### src/rtl/ray_pkg.sv
// Shared types and constants for the ray column scheduler: Q8.8 scalar type,
// screen/camera constants and the scheduler state encoding.
package ray_pkg;

  typedef logic signed [15:0] q8_8_t;

  localparam int unsigned SCREEN_WIDTH = 320;
  localparam int unsigned CAM_STEP     = 410;
  localparam logic [15:0] DELTA_SAT    = 16'h7FFF;

  // Camera accumulator is Q8.16; column 0 sits at -1.0.
  localparam logic signed [23:0] CAM_START = -24'sd65536;

  typedef enum logic [2:0] {
    StIdle,
    StSetup,
    StDivxGo,
    StDivxWait,
    StDivyGo,
    StDivyWait,
    StEmit
  } sched_state_e;

  function automatic logic [15:0] abs_q8_8(input q8_8_t v);
    return v[15] ? 16'(-v) : 16'(v);
  endfunction

endpackage

### src/rtl/ray_dir_unit.sv
// Per-column ray direction: rayDir = dir + ((plane * cameraX) >>> 8) on each axis,
// using a 32-bit signed product truncated back to Q8.8.
module ray_dir_unit
  import ray_pkg::*;
(
  input  q8_8_t dir_x_i,
  input  q8_8_t dir_y_i,
  input  q8_8_t plane_x_i,
  input  q8_8_t plane_y_i,
  input  q8_8_t camera_x_i,
  output q8_8_t ray_dir_x_o,
  output q8_8_t ray_dir_y_o
);

  logic signed [31:0] prod_x, prod_y;

  assign prod_x = 32'(plane_x_i) * 32'(camera_x_i);
  assign prod_y = 32'(plane_y_i) * 32'(camera_x_i);

  assign ray_dir_x_o = dir_x_i + q8_8_t'(prod_x >>> 8);
  assign ray_dir_y_o = dir_y_i + q8_8_t'(prod_y >>> 8);

endmodule

### src/rtl/ray_column_scheduler.sv
// Walks the 320 screen columns of a frame: computes each ray direction, runs two
// reciprocal divisions on an external divider and hands the ray to the DDA stage.
module ray_column_scheduler
  import ray_pkg::*;
(
  input  logic        pixel_clk_in,
  input  logic        rst_in,
  input  logic        frame_start_in,
  output logic        busy_out,
  output logic        frame_done_out,
  input  logic [31:0] pos_in,
  input  logic [31:0] dir_in,
  input  logic [31:0] plane_in,
  output logic        div_start_out,
  output logic [15:0] div_b_out,
  input  logic        div_busy_in,
  input  logic        div_done_in,
  input  logic        div_dbz_in,
  input  logic [31:0] div_val_in,
  output logic        ray_valid_out,
  input  logic        ray_ready_in,
  output logic [8:0]  hcount_out,
  output logic [31:0] pos_out,
  output logic [15:0] rayDirX_out,
  output logic [15:0] rayDirY_out,
  output logic [15:0] deltaDistX_out,
  output logic [15:0] deltaDistY_out
);

  sched_state_e       state_q;
  logic [31:0]        pos_q, dir_q, plane_q;
  logic signed [23:0] cam_acc_q;
  logic [8:0]         col_q;
  q8_8_t              ray_x_q, ray_y_q, ray_dir_x, ray_dir_y;
  logic [15:0]        delta_x_q, delta_y_q, div_b_q, div_result;
  logic               div_start_q, valid_q, done_q, busy_q;
  logic               last_col;

  ray_dir_unit u_ray_dir (
    .dir_x_i    (q8_8_t'(dir_q[31:16])),
    .dir_y_i    (q8_8_t'(dir_q[15:0])),
    .plane_x_i  (q8_8_t'(plane_q[31:16])),
    .plane_y_i  (q8_8_t'(plane_q[15:0])),
    .camera_x_i (q8_8_t'(cam_acc_q[23:8])),
    .ray_dir_x_o(ray_dir_x),
    .ray_dir_y_o(ray_dir_y)
  );

  // Quotients that do not fit a positive Q8.8 (or divide-by-zero) saturate.
  assign div_result = (div_dbz_in || (|div_val_in[31:15])) ? DELTA_SAT : div_val_in[15:0];
  assign last_col   = (col_q == 9'(SCREEN_WIDTH - 1));

  always_ff @(posedge pixel_clk_in) begin
    if (rst_in) begin
      state_q     <= StIdle;
      pos_q       <= '0;
      dir_q       <= '0;
      plane_q     <= '0;
      cam_acc_q   <= '0;
      col_q       <= '0;
      ray_x_q     <= '0;
      ray_y_q     <= '0;
      delta_x_q   <= '0;
      delta_y_q   <= '0;
      div_b_q     <= '0;
      div_start_q <= 1'b0;
      valid_q     <= 1'b0;
      done_q      <= 1'b0;
      busy_q      <= 1'b0;
    end else begin
      div_start_q <= 1'b0;
      done_q      <= 1'b0;
      unique case (state_q)
        StIdle: begin
          if (frame_start_in) begin
            pos_q     <= pos_in;
            dir_q     <= dir_in;
            plane_q   <= plane_in;
            cam_acc_q <= CAM_START;
            col_q     <= '0;
            busy_q    <= 1'b1;
            state_q   <= StSetup;
          end
        end
        StSetup: begin
          ray_x_q     <= ray_dir_x;
          ray_y_q     <= ray_dir_y;
          div_b_q     <= abs_q8_8(ray_dir_x);
          div_start_q <= !div_busy_in;
          state_q     <= StDivxGo;
        end
        // The start pulse is raised only from a cycle that saw the divider idle.
        StDivxGo: begin
          if (div_start_q) begin
            state_q <= StDivxWait;
          end else if (!div_busy_in) begin
            div_start_q <= 1'b1;
          end
        end
        StDivxWait: begin
          if (div_done_in) begin
            delta_x_q   <= div_result;
            div_b_q     <= abs_q8_8(ray_y_q);
            div_start_q <= !div_busy_in;
            state_q     <= StDivyGo;
          end
        end
        StDivyGo: begin
          if (div_start_q) begin
            state_q <= StDivyWait;
          end else if (!div_busy_in) begin
            div_start_q <= 1'b1;
          end
        end
        StDivyWait: begin
          if (div_done_in) begin
            delta_y_q <= div_result;
            valid_q   <= 1'b1;
            state_q   <= StEmit;
          end
        end
        StEmit: begin
          if (ray_ready_in) begin
            valid_q <= 1'b0;
            if (last_col) begin
              busy_q  <= 1'b0;
              done_q  <= 1'b1;
              state_q <= StIdle;
            end else begin
              col_q     <= col_q + 9'd1;
              cam_acc_q <= cam_acc_q + 24'(CAM_STEP);
              state_q   <= StSetup;
            end
          end
        end
        default: state_q <= StIdle;
      endcase
    end
  end

  assign busy_out       = busy_q;
  assign frame_done_out = done_q;
  assign div_start_out  = div_start_q;
  assign div_b_out      = div_b_q;
  assign ray_valid_out  = valid_q;
  assign hcount_out     = col_q;
  assign pos_out        = pos_q;
  assign rayDirX_out    = ray_x_q;
  assign rayDirY_out    = ray_y_q;
  assign deltaDistX_out = delta_x_q;
  assign deltaDistY_out = delta_y_q;

endmodule

### config.mk
export PLATFORM = sky130hd
export DESIGN_NAME = ray_column_scheduler
export DESIGN_NICKNAME = d
export VERILOG_FILES = /design/src/rtl/ray_pkg.sv /design/src/rtl/ray_dir_unit.sv /design/src/rtl/ray_column_scheduler.sv
export SDC_FILE = /design/constraint.sdc
export NUM_CORES = 2
export LEC_CHECK = 0
export BUFFER_PORTS_ARGS = -buffer_cell sky130_fd_sc_hd__buf_2
export CAP_MARGIN = 20
export CORE_MARGIN = 2
export CORE_UTILIZATION = 66
export CTS_BUF_LIST = sky130_fd_sc_hd__clkbuf_16
export CTS_CLUSTER_SIZE = 16
export DETAILED_ROUTE_END_ITERATION = 8
export PLACE_DENSITY = 0.88
export SLEW_MARGIN = 25
export SYNTH_ARGS = -nofsm -noshare
export SYNTH_HDL_FRONTEND = slang
export SYNTH_SLANG_ARGS = --single-unit
export TNS_END_PERCENT = 10
### constraint.sdc
create_clock -name pixel_clk_in -period 16.4 [get_ports pixel_clk_in]
set_input_delay 0.82 -clock pixel_clk_in [delete_from_list [all_inputs] [get_ports pixel_clk_in]]
set_output_delay 0.82 -clock pixel_clk_in [all_outputs]
set_load 0.01 [all_outputs]
Word level (Yosys, flattened, before mapping):

Cells that the tools add are included.

* logic and storage cells: 90
* output and inout port bits: 125
* input bits: 135
* flip-flop bits (word level): 216

* $mul: 2
* muxes and demuxes: 33
* add/subtract/negate cells: 6
* bitwise operators: 2
* eq/ne operators: 15
* reduce and logical (&&, ||, !) cells: 17

Operators by type and width (count)
* two-way mux 24 bit: 3
* two-way mux 16 bit: 4
* multiplier 16 x 16 -> 24 bit: 2
* case mux 24 bit (2 select lines): 1
* adder 16 bit: 2
* negation 16 bit: 2
* case mux 16 bit (2 select lines): 1
* two-way mux 9 bit: 3
* adder 24 x 9 -> 24 bit (second input constant): 1
* case mux 3 bit (7 select lines): 1
* two-way mux 3 bit: 6
* case mux 9 bit (2 select lines): 1
* OR reduction 17 bit: 1
* != test 2 bit (second input constant): 8
* two-way mux 1 bit: 10
* adder 9 x 1 -> 9 bit (second input constant): 1
* equality test 3 bit (second input constant): 3
* equality test 9 bit (second input constant): 1
* AND reduction 2 bit: 4
* AND reduction 4 bit: 2
* equality test 3 x 2 -> 1 bit (second input constant): 2
* AND reduction 6 bit: 1
* nonzero test 2 bit: 3
* case mux 1 bit (2 select lines): 2
* 9 further kinds: 10

Longest topological paths before layout:

* depth after elaboration: 5
* mapped depth: 36
* mapped depth without buffers: 34

Modules after synthesis:

A second synthesis with hierarchy kept.

* cell total of the unflattened synthesis: 2938
* area, all modules: 24716.2 um^2

Modules (own cells, without submodules)
* ray_dir_unit: area each 16016.6 um^2, sequential area each 0.0 um^2, cells each 1857, instances 1
* ray_column_scheduler: area each 8699.6 um^2, sequential area each 4304.1 um^2, cells each 1081, instances 1

Least setup slack after synthesis:

Ideal clock, no wire load.

* path kind: register -> register
* start point: register cam_acc_q[9]
* end point: register div_b_q[5], in the netlist div_b_out[5]
* buffers on the path: 3
* clock period less this slack: 7.991 ns
* library setup time: 0.128 ns
* cell stages (with the launch flop): 32
* required time: 16.272 ns
* arrival: 7.864 ns
* slack: 8.409 ns
* path through: dfxtp_1 -> clkbuf_1 -> clkbuf_1 -> nand2_1 -> fa_1 -> fa_1 -> fa_1 -> fa_1 -> inv_1 -> fa_1 -> inv_1 -> fa_1 -> inv_1 -> ha_1 -> a2111oi_0 -> nor3b_1 -> a221o_1 -> nor2_1 -> o21bai_1 -> a21oi_1 -> o21ai_0 -> xor2_1 -> ha_1 -> and3_1 -> a221oi_2 -> o21ai_1 -> xnor2_2 -> buf_4 -> nand2_1 -> xnor2_1 -> a221oi_1 -> nor2_1

* longest elaborated chain between the ends: 5

Ends and longest elaborated chain
* start, declared: line ray_column_scheduler.sv:32 `logic signed [23:0] cam_acc_q;`
* start signal, assigned: line ray_column_scheduler.sv:131 `cam_acc_q <= cam_acc_q + 24'(CAM_STEP);`
* multiplier 16 x 16 -> 24 bit (*): line ray_dir_unit.sv:17 `assign prod_x = 32'(plane_x_i) * 32'(camera_x_i);`
* adder 16 bit (*): line ray_dir_unit.sv:20 `assign ray_dir_x_o = dir_x_i + q8_8_t'(prod_x >>> 8);`
* negation 16 bit: line ray_pkg.sv:25 `return v[15] ? 16'(-v) : 16'(v);`
* two-way mux 16 bit (*): line ray_pkg.sv:25
* case mux 16 bit (2 select lines) (*): line ray_column_scheduler.sv:73 `unique case (state_q)`
* end signal, assigned: line ray_column_scheduler.sv:88 `div_b_q <= abs_q8_8(ray_dir_x);`
* end signal, assigned: line ray_column_scheduler.sv:103 `div_b_q <= abs_q8_8(ray_y_q);`
* end, declared: line ray_column_scheduler.sv:35 `logic [15:0] delta_x_q, delta_y_q, div_b_q, div_result;`

Mark *: on every way between the ends. The rest lies on a longest branch, timed or not.
A chain may end at the register's enable or synchronous reset.

Final worst setup path:

* start point: register plane_q[26]
* end point: register div_b_q[4], in the netlist div_b_out[4]

* longest elaborated chain between the ends: 5

Ends and longest elaborated chain
* start, declared: line ray_column_scheduler.sv:31 `logic [31:0] pos_q, dir_q, plane_q;`
* start signal, assigned: line ray_column_scheduler.sv:78 `plane_q <= plane_in;`
* multiplier 16 x 16 -> 24 bit (*): line ray_dir_unit.sv:17
* adder 16 bit (*): line ray_dir_unit.sv:20
* negation 16 bit: line ray_pkg.sv:25
* two-way mux 16 bit (*): line ray_pkg.sv:25
* case mux 16 bit (2 select lines) (*): line ray_column_scheduler.sv:73

Marks and branches as above.

==> run metrics <==
height of the chip=196 µm; EDFF count, synth=0; main combinational cell family by area after synthesis=adder cells; area of the die=around 0.039 mm²; hpwl dp=49.9 mm; Hold Vio Cnt, Final=0; Most common cell on crit path=fa_1; Gate power share=0.412; final setup vio count=0; clk buf depth=3; CTS resizes=0; worst endpoint data arrival time=~9.6 ns; H-Tree Depth=1; CTS Buf Count=23; DR pass1 iterations=6; Setup TNS=0 ns; synth-to-layout area growth=8.91%; clock slew at reported path FFs=0.06 ns; via count=20800; Setup Buffers After CTS=0; most common cell after layout, fill and taps aside=nand2_1; register area share after synthesis=0.176; Max VDD drop=about 0.07 mV; Root Driver=clkbuf_16; top-level port count=260; Routed WL per cell=18.8 µm; clk_skew=between 0.015 and 0.02 ns; initial core utilization=0.668; Post-Synth Simple-Gate Area=0.189; Antenna Nets Post-Route=0; fraction of registers with async set/reset=0; clock power share=0.261; fmax=between 100 and 150 MHz; Seq cells post-synth=215; Synth Area in XOR/XNOR=0.0529; Placer Congestion=approximately 0.96; dpl ws=7.20 ns; post-synthesis mux area share=0.000410; Cell Area, Synth=0.0244 mm²; delay-heaviest family, CP=adder cells; total wire length=between 60 and 70 mm; Post-Syn Instances=2908; Worst Hold Class=primary input to flip-flop; WP buf/inv=3; WS Path Type=flip-flop to flip-flop; Worst setup SP type=flip-flop; first-pass GRT wire length=about 110 mm; ranking of synthesized cells by area=fa_1 31%, dfxtp_1 18%, ha_1 9.0%; slew margin rel.=0.294; hold buffer count at CTS=0; Nets=3738; Worst Path Required=16.78 ns; largest net degree at the start of global routing=approximately 110; Starting DRT DRC Count=between 1500 and 2000; worst hold slack=roughly 0.45 ns; initial antenna violation count=2; ratio of final minimum period to clock period=0.561; Slew @ Worst Pin=1.06 ns; Core Area=0.0365 mm²; TritonCTS clock tree=yes; Max Cap Viol=0; Psw=0.775 mW; post-synth top area share=0.307; status=finished, final reports clean; Synth Area in Compound Gates=0.0896; Die W=196 µm; vias in the first global route=around 22000; Final WS setup=just over 7 ns; Pleak=12.4 nW; Port Buffers=259; global-route usage over all layers=0.353; PwrDens=~73 mW/mm²; RSZ-0062 raised after global routing=false; post-synth net total=3592; CTS sink cnt=215; Top FF cell, synth=dfxtp_1; most frequent cells in the layout=561 x nand2_1, 466 x inv_1, 374 x fa_1; Final min period=9.20 ns; top cell type by total area after synthesis=fa_1; Residual DRC=0; final core utilization=0.728; Fill cells=roughly 2700; unique cell type count in the Yosys netlist=63; Crit. End Element=flip-flop; Critical-path top delay cell=dfxtp_1; total grt overflow=0; clk_lat worst skew=approximately 0.54 ns; Max FO, Critical Path=18; Std-Cell Rows=70; layout cells sized above 1=0.108; Adder-Cell Fraction of Synth Area=0.396; Slew Viols, Final=0; Sw Ratio=0.399; CP max stage delay=0.83 ns; Sequential Power Share=0.327; Yosys Warn Count=0; Int Power=1.17 mW; via-per-instance ratio=5.88; Avg Synthesized Cell Area=8.40 µm²
==> layout make-up <==
type	instances	area (µm²)	share of cell area
clock buffers	23	576	0.0216
well taps	468	586	0.0220
repair buffers	278	1450	0.0543
flip-flops and latches	215	4310	0.162
multi-input cells	2071	17800	0.669
clock inverters	16	135	0.00508
diodes	2	5.00	0.000188
inverters	465	1750	0.0656
==> logic make-up (layout without fill, tap and decap cells) <==
family / after synthesis / count (layout)
DFF: 215 / 215
buffers and inverters: 622 / 782
and+or+nand+nor: 1017 / 1017
adders and majority gates: 549 / 549
muxes: 1 / 1
other: 0 / 2
xor gates and xnor gates: 145 / 145
AOI/OAI and AO/OA: 359 / 359
==> cells in the mapped netlist, types with 45 or more instances <==
cell type,n
and2_1,184
clkbuf_1,151
a211oi_1,46
fa_1,374
nand2_1,561
a21oi_1,187
dfxtp_1,215
nor2_1,138
xnor2_1,98
ha_1,175
xor2_1,45
inv_1,465
==> flip-flops by register name, summed over array words and instances, names as in the netlist, 3 cells and up <==
signal,flops
deltaDistY_out,16
hcount_out,9
plane_q,32
state_q,3
cam_acc_q,23
div_b_out,16
dir_q,32
pos_out,32
deltaDistX_out,16
rayDirX_out,16
rayDirY_out,16
==> per-stage QoR <==
step	instance area (µm²)	instances	total power, mW
final	26600	3538	1.94
after global routing	26600	3538	2.04
after CTS	26600	3536	1.93
after detailed placement	25900	3497	1.42
after global placement	25900	3497	1.39
after floorplan	24400	2908	1.17
==> path summary, 6_finish.rpt <==
check	start	endpoint	slack (ns)	cells past startpoint
setup / recovery	plane_q[26]	div_b_out[4]	7.20	29
hold / removal	div_busy_in	div_start_out	0.45	2
setup reg to reg	plane_q[26]	div_b_out[4]	7.20	29
hold reg to reg	pos_out[31]	pos_out[31]	0.45	2
==> worst register-to-register path: cells and delay by family (launching register included) <==
family	cells	cell delay (ns)
adder cells (fa/ha/maj)	8	3.75
AO/OA/AOI/OAI	10	2.67
XOR/XNOR	3	0.97
flip-flops	1	0.83
AND/OR/NAND/NOR	5	0.68
buffers and inverters	3	0.15
==> metal layers <==
layer / up-vias / GRT usage / routed length [µm]
li1: 9257 / - / -
met1: 10100 / 0.449 / 24600
met2: 1133 / 0.582 / 31800
met3: 282 / 0.0575 / 6200
met4: 0 / 0.191 / 4020
met5: - / 0 / 0
==> power groups by stage <==
| stage | Sequential [mW] | Clock, mW | Combinational [mW] |
|---|---|---|---|
| 3_5_place_dp | 0.640 | 0 | 0.775 |
| 5_1_grt | 0.637 | 0.534 | 0.873 |
| 3_3_place_gp | 0.639 | 0 | 0.747 |
| 4_1_cts | 0.630 | 0.511 | 0.787 |
| 6_report | 0.635 | 0.507 | 0.801 |
| 2_1_floorplan | 0.608 | 0 | 0.561 |
Power figures use the tool's default switching activity.
